$ cat src/rtl/sigmoid_pwl_pipe.sv
// Three-stage piecewise-linear sigmoid/tanh approximation with valid/ready flow
// control and a counter of samples landing in the saturated segment.
module sigmoid_pwl_pipe #(
  parameter int DATA_W = 16,
  parameter int FRAC_W = 8
) (
  input  logic              clk,
  input  logic              rst_n,
  input  logic              in_valid,
  output logic              in_ready,
  input  logic [DATA_W-1:0] in_data,
  input  logic              in_mode,
  output logic              out_valid,
  input  logic              out_ready,
  output logic [DATA_W-1:0] out_data,
  input  logic              cnt_clr,
  output logic [15:0]       sat_cnt
);

  // Handshake: a word moves across a boundary on a rising edge only when the
  // sender's valid and the receiver's ready are both high; a stage is ready
  // when it is empty or its own content leaves on that same edge.

  localparam int ONE_I  = 1 << FRAC_W;
  localparam int HALF_I = 1 << (FRAC_W - 1);
  localparam int C2_I   = 5 << (FRAC_W - 3);
  localparam int C3_I   = 27 << (FRAC_W - 5);
  localparam int T2_I   = 19 << (FRAC_W - 3);
  localparam int T5_I   = 5 << FRAC_W;

  localparam logic [DATA_W:0] ONE  = ONE_I[DATA_W:0];
  localparam logic [DATA_W:0] HALF = HALF_I[DATA_W:0];
  localparam logic [DATA_W:0] C2   = C2_I[DATA_W:0];
  localparam logic [DATA_W:0] C3   = C3_I[DATA_W:0];
  localparam logic [DATA_W:0] T2   = T2_I[DATA_W:0];
  localparam logic [DATA_W:0] T5   = T5_I[DATA_W:0];

  localparam logic [DATA_W-1:0] MIN_D = {1'b1, {(DATA_W-1){1'b0}}};
  localparam logic [DATA_W-1:0] MAX_D = {1'b0, {(DATA_W-1){1'b1}}};

  logic              v1, v2, v3;
  logic              r1, r2, r3;
  logic              s1_sign, s1_mode;
  logic [DATA_W-1:0] s1_a;
  logic              s2_sign, s2_mode;
  logic [DATA_W:0]   s2_p;
  logic [DATA_W-1:0] out_r;

  logic              ovf;
  logic [DATA_W-1:0] xp;
  logic [DATA_W-1:0] a_in;
  logic              sat_in;
  logic [DATA_W:0]   a_ext;
  logic [DATA_W:0]   p_nx;
  logic [DATA_W:0]   q;
  logic [DATA_W:0]   y_w;
  logic [DATA_W-1:0] y_nx;

  assign r3        = !v3 || out_ready;
  assign r2        = !v2 || r3;
  assign r1        = !v1 || r2;
  assign in_ready  = r1;
  assign out_valid = v3;
  assign out_data  = out_r;

  // S1: optional doubling for tanh, then sign/magnitude split
  always_comb begin
    ovf  = in_mode && (in_data[DATA_W-1] != in_data[DATA_W-2]);
    xp   = in_data;
    a_in = '0;
    if (in_mode) begin
      if (ovf) xp = in_data[DATA_W-1] ? MIN_D : MAX_D;
      else     xp = {in_data[DATA_W-2:0], 1'b0};
    end
    if (!xp[DATA_W-1])   a_in = xp;
    else if (xp == MIN_D) a_in = MAX_D;
    else                  a_in = -xp;
    sat_in = {1'b0, a_in} >= T5;
  end

  // S2: segment select on |x'|
  always_comb begin
    a_ext = {1'b0, s1_a};
    p_nx  = ONE;
    if (a_ext < ONE)     p_nx = (a_ext >> 2) + HALF;
    else if (a_ext < T2) p_nx = (a_ext >> 3) + C2;
    else if (a_ext < T5) p_nx = (a_ext >> 5) + C3;
  end

  // S3: reflect for negative inputs, map to tanh, clamp on narrowing
  always_comb begin
    q    = s2_sign ? (ONE - s2_p) : s2_p;
    y_w  = s2_mode ? ((q << 1) - ONE) : q;
    y_nx = y_w[DATA_W-1:0];
    if (y_w[DATA_W] != y_w[DATA_W-1]) y_nx = y_w[DATA_W] ? MIN_D : MAX_D;
  end

  always_ff @(posedge clk or negedge rst_n) begin
    if (!rst_n) begin
      v1      <= 1'b0;
      v2      <= 1'b0;
      v3      <= 1'b0;
      s1_sign <= 1'b0;
      s1_mode <= 1'b0;
      s1_a    <= '0;
      s2_sign <= 1'b0;
      s2_mode <= 1'b0;
      s2_p    <= '0;
      out_r   <= '0;
    end else begin
      if (r1) begin
        v1 <= in_valid;
        if (in_valid) begin
          s1_sign <= xp[DATA_W-1];
          s1_mode <= in_mode;
          s1_a    <= a_in;
        end
      end
      if (r2) begin
        v2 <= v1;
        if (v1) begin
          s2_sign <= s1_sign;
          s2_mode <= s1_mode;
          s2_p    <= p_nx;
        end
      end
      if (r3) begin
        v3 <= v2;
        if (v2) out_r <= y_nx;
      end
    end
  end

  always_ff @(posedge clk or negedge rst_n) begin
    if (!rst_n) begin
      sat_cnt <= '0;
    end else if (cnt_clr) begin
      sat_cnt <= '0;
    end else if (in_valid && r1 && sat_in && (sat_cnt != 16'hFFFF)) begin
      sat_cnt <= sat_cnt + 16'd1;
    end
  end

endmodule

$ cat config.mk
export PLATFORM = sky130hd
export DESIGN_NAME = sigmoid_pwl_pipe
export DESIGN_NICKNAME = d
export VERILOG_FILES = /design/src/rtl/sigmoid_pwl_pipe.sv
export SDC_FILE = /design/constraint.sdc
export NUM_CORES = 1
export LEC_CHECK = 0
export BUFFER_PORTS_ARGS = -buffer_cell sky130_fd_sc_hd__buf_4
export CAP_MARGIN = 10
export CORE_UTILIZATION = 65
export CTS_CLUSTER_SIZE = 16
export DETAILED_ROUTE_END_ITERATION = 16
export PLACE_DENSITY = 0.85
export SETUP_SLACK_MARGIN = 0.02
export SLEW_MARGIN = 10
export SYNTH_ARGS = -nofsm -noshare
export SYNTH_HDL_FRONTEND = slang
export SYNTH_SLANG_ARGS = --single-unit
$ cat constraint.sdc
create_clock -name clk -period 4.7 [get_ports clk]
set_clock_uncertainty 0.05 [all_clocks]
set_input_delay 0.235 -clock clk [delete_from_list [all_inputs] [get_ports clk]]
set_output_delay 0.235 -clock clk [all_outputs]
set_load 0.1 [all_outputs]
Yosys cells after proc, flatten, opt, wreduce, memory -nomap -nowiden. Cells that the tools add are included.

Bits in registers: 72. Bits of input ports: 22. Logic and storage cells: 54.

Add/sub/neg operators: 7. Order comparisons: 4. Equality and inequality tests: 4. Mux-type cells: 14. Reductions and logical operators: 14.

Operators by type and width (number): $mux 16 (9); $mux 17 (2); $sub 17x9->17 const B (1); $sub 9x17->17 const A (1); $add 16x1->16 const B (1); $eq 16x16->1 const B (1); $ge 16x11->1 const B (1); $lt 16x10->1 const B (1); $lt 16x11->1 const B (1); $lt 16x9->1 const B (1); $ne 16x16->1 const B (1); $neg 16->16 (1); $add 14x8->15 const B (1); $mux 15 (1); $add 13x8->14 const B (1); $mux 14 (1); $add 11x8->12 const B (1); $mux 12 (1); $reduce_and 2->1 (3); $logic_and 1x1->1 (4); $logic_not 1->1 (3); $logic_or 1x1->1 (3); $ne 1x1->1 (2); $reduce_bool 2->1 (1).

Longest topological paths before layout.
Word-level depth: 12. Depth in mapped cells: 17. Mapped depth without buffers: 13.

Worst setup path before layout. No wires, ideal clock.

Path kind: input port to flip-flop. Start: in in_mode. End: reg sat_cnt[1]. Setup time: 0.132 ns. Arrival: 3.761 ns. Data required time: 4.518 ns. Setup slack: 0.757 ns. Stages: 17. Path buffers: 6. Path through: clkbuf_1 > buf_1 > clkbuf_1 > clkbuf_1 > mux2i_1 > ha_1 > o21ai_0 > a21oi_1 > nand2_1 > o311a_1 > nor3_2 > nand4_1 > o21ai_2 > buf_6 > buf_6 > mux2i_1 > nor2_1.

Word-level cells in the longest chain between the ends: 10. Elaborated cells on any way between the ends: 11.

Ends and longest elaborated chain: start, declared (RTL line 12) `input logic in_mode,`; $logic_and 1x1->1 (RTL line 68) `ovf = in_mode && (in_data[DATA_W-1] != in_data[DATA_W-2]);`; $mux 16 (RTL line 72) `if (ovf) xp = in_data[DATA_W-1] ? MIN_D : MAX_D;`; $mux 16 (*) (RTL line 71) `if (in_mode) begin`; $neg 16->16 or $eq 16x16->1 (tied branches) (RTL line 77, 76); $mux 16 (RTL line 76) `else if (xp == MIN_D) a_in = MAX_D;`; $mux 16 (*) (RTL line 75) `if (!xp[DATA_W-1]) a_in = xp;`; $ge 16x11->1 (*) (RTL line 78) `sat_in = {1'b0, a_in} >= T5;`; $logic_and 1x1->1 (*) (2 in series) (RTL line 139) `end else if (in_valid && r1 && sat_in && (sat_cnt != 16'hFFFF)) begin`; $reduce_bool 2->1 (no line) (*); end signal, assigned (RTL line 140) `sat_cnt <= sat_cnt + 16'd1;`; end, declared (RTL line 17) `output logic [15:0] sat_cnt`.

Mark *: on every way between the ends. The rest lies on a longest branch, timed or not. A chain may end at the register's enable or synchronous reset.

Worst setup path after layout.
Start: reg s2_p[2]. End: reg out_r[12], in the netlist out_data[12].

Word-level cells in the longest chain between the ends: 6. Elaborated cells on any way between the ends: 7.

Ends and longest elaborated chain: start, declared (RTL line 46) `logic [DATA_W:0] s2_p;`; start signal, assigned (RTL line 124) `s2_p <= p_nx;`; $sub 9x17->17 (RTL line 92) `q = s2_sign ? (ONE - s2_p) : s2_p;`; $mux 17 (*) (RTL line 92); $sub 17x9->17 (RTL line 93) `y_w = s2_mode ? ((q << 1) - ONE) : q;`; $mux 17 (*) (RTL line 93); $mux 16 or $ne 1x1->1 (tied branches) (RTL line 95) `if (y_w[DATA_W] != y_w[DATA_W-1]) y_nx = y_w[DATA_W] ? MIN_D : MAX_D;`; $mux 16 (*) (RTL line 95); end signal, assigned (RTL line 129) `if (v2) out_r <= y_nx;`; end, declared (RTL line 47) `logic [DATA_W-1:0] out_r;`.

Marks and branches as above.

==> results.md <==
- Finished Core Util: 0.745
- Slew HR: 0.362
- CP arrival: 3990 ps
- EDFF count, synth: 0
- Maxcap violations: 0
- CTS tree: yes
- Mapped Area: 5130 um2
- Vias in the first global route: 4650
- Async SR Flop Fraction: 1.00
- Yosys top cell area share: 0.332
- Leak pwr: 0.00241 uW
- Sequential Power Share: 0.279
- Total negative slack: 0 ps
- Post-DP HPWL: 8.91 mm
- Mapped Nets: 665
- Final count of negative-setup-slack endpoints: 0
- Chip height: 90.8 um
- Synth Flop Type: dfrtp_1
- Hold Path Class: in2reg
- Initial antenna violation count: 0
- R2r startpoint: s2_p[2]
- Internal: 1410 uW
- Run status: complete, no violations
- Min Tclk post-route: 3750 ps
- Synth Register Bits: 68
- Gate power share: 0.550
- DR pass1 iterations: 5
- Busiest metal layer after global routing: met2
- Cells after Synth: 633
- Fmax: 266 MHz
- Most frequent cells in the layout: 73 x nand2_1, 68 x dfrtp_1, 65 x a21oi_1, 64 x nor2_1, 57 x buf_4
- CTS root buffer: clkbuf_8
- Routed vias/inst: 6.38
- CP endpoint kind: flip-flop
- Fin crit share: 0.799
- Setup slack, reg-to-reg: 950 ps
- CTS Hold Bufs: 1
- DRC violations left: 0
- Synth top area cells: dfrtp_1 33%, a21oi_1 6.3%, nand2_1 5.3%
- Worst VDD drop: 0.291 mV
- CTS Buffer Depth: 2
- WP data required: 4930 ps
- M3 GR Usage: 0.0547
- Syn Area/Cell: 8.10 um2
- Largest net degree at the start of global routing: 69
- RSZ-0062 raised after global routing: false
- P&R area growth vs syn: 11.6%
- Area leader, netlist: dfrtp_1
- Routed WL per cell: 16.2 um
- Hold Crit Start: in_valid
- Die width: 90.8 um
- Reg2reg path depth: 10
- GR Util met1: 0.396
- Slew @ Worst Pin: 958 ps
- Diode count: 0
- Reg2Reg Capture Point: out_data[12]
- Fin cells: 771
- Synth warnings: 0
- PostCTS Resize Cnt: 0
- Post-synth cell types: 72
- Port bufs: 55
- Pre-CTS WS: 775 ps
- Register area share after synthesis: 0.332
- Total power draw: 2880 uW
- RePlAce Congestion: 0.915
- Placed cells: 754
- CTS Buf Count: 9
- Final hold vios: 0
- Setup crit start kind: flip-flop
- Total grt overflow: 0
- Slew Limit Fails: 0
- Met2 Use GR: 0.551
- Starting density of the core: 0.667
- Routed WL: 12.5 mm
- Critical path type: reg2reg
- Commonest non-fill, non-tap cell in the layout: nand2_1
- CP startpoint: s2_p[2]
- Clock Power Share: 0.171
- Worst-Skew Late Latency: 360 ps
- Switch share: 0.508
- Post-route ant nets: 0
- Clock-pin slew on the worst setup and hold paths: 90 ps
- PD cells: 502 nW/um2
- Hold depth: 2
- Post-CTS Setup Bufs: 0
- Row Count: 32
- Total clock sinks: 68
- Placeable Area: 7690 um2
- H-tree depth: 3
- Initial DRC Count: 283
- Via count: 4921
- I/O pin count: 56
- Crit-path max FO: 9
- Sw Pwr: 1460 uW
- Layout cell share with drive strength beyond 1: 0.142
- Gr usage total: 0.321
- Nets: 696
- Die area: 8250 um2
- First-pass GRT wire length: 21.5 mm
- Hold EP: v1
- Setup WS post-layout: 946 ps
## registers in the layout, indices dropped and copies added, names as in the netlist
| name | flops |
|---|---|
| s2_sign | 1 |
| s1_a | 14 |
| sat_cnt | 16 |
| s2_mode | 1 |
| s2_p | 15 |
| s1_mode | 1 |
| s1_sign | 1 |
| out_valid | 1 |
| out_data | 16 |
| v2 | 1 |
| v1 | 1 |
## synth_stat cells (13+ instances only)
master    number
clkbuf_1      26
a21oi_1       65
xor2_1        15
inv_1         15
o21ai_0       39
dfrtp_1       68
o31ai_1       14
or3_1         13
nand2_1       73
nor2_1        64
o21ai_1       17
xnor2_1       19
## worst max-delay path by stage
stage	to	cells after the start
global placement	sat_cnt[1]	15
CTS	out_data[8]	10
global route	out_data[8]	10
finish	out_data[12]	10
detailed placement	sat_cnt[13]	15
floorplan	sat_cnt[1]	17
## cell type report
cell class | count | area (um2)
inverters | 16 | 60.1
clock inverters | 7 | 76.3
flip-flops and latches | 68 | 1700
fillers | 625 | 1960
repair buffers | 58 | 438
well taps | 102 | 128
multi-input cells | 511 | 3200
clock buffers | 9 | 124
## critical path: stages (launching register included)
cell	delay, ps
dfrtp_1	520
or4_1	640
o41ai_2	280
xor2_1	500
o21a_1	270
nor4b_4	220
xor2_1	430
nand2_1	320
nor2_1	210
o22ai_1	120
o21ai_1	130
## power groups by stage
stage | sequential (uW) | combinational [uW] | clock, uW
2_1_floorplan | 1210 | 827 | 0
3_3_place_gp | 804 | 1530 | 0
3_5_place_dp | 812 | 1550 | 0
4_1_cts | 800 | 1560 | 501
5_1_grt | 816 | 1690 | 527
6_report | 803 | 1580 | 493
## through the flow
step           instance area [um2]  hold slack (ps)
6_report                      5720             36.3
5_1_grt                       5720             23.2
4_1_cts                       5720             30.0
3_5_place_dp                  5510              349
3_3_place_gp                  5510              342
2_1_floorplan                 5130             -111
## metal layers
layer | part of all wire | up-vias
met5 | 0 | -
met4 | 0.032 | 0
met3 | 0.047 | 41
met2 | 0.50 | 193
met1 | 0.42 | 2341
li1 | - | 2346
## cells by family after synthesis
family / after synthesis / synth area share
buffers and inverters: 54 / 0.0447
multiplexers: 21 / 0.0439
adder cells (fa/ha/maj): 18 / 0.0403
flip-flops: 68 / 0.332
XOR/XNOR: 34 / 0.0581
AND/OR/NAND/NOR: 238 / 0.239
AO/OA/AOI/OAI: 200 / 0.243
(Power assumes the default switching activity.)
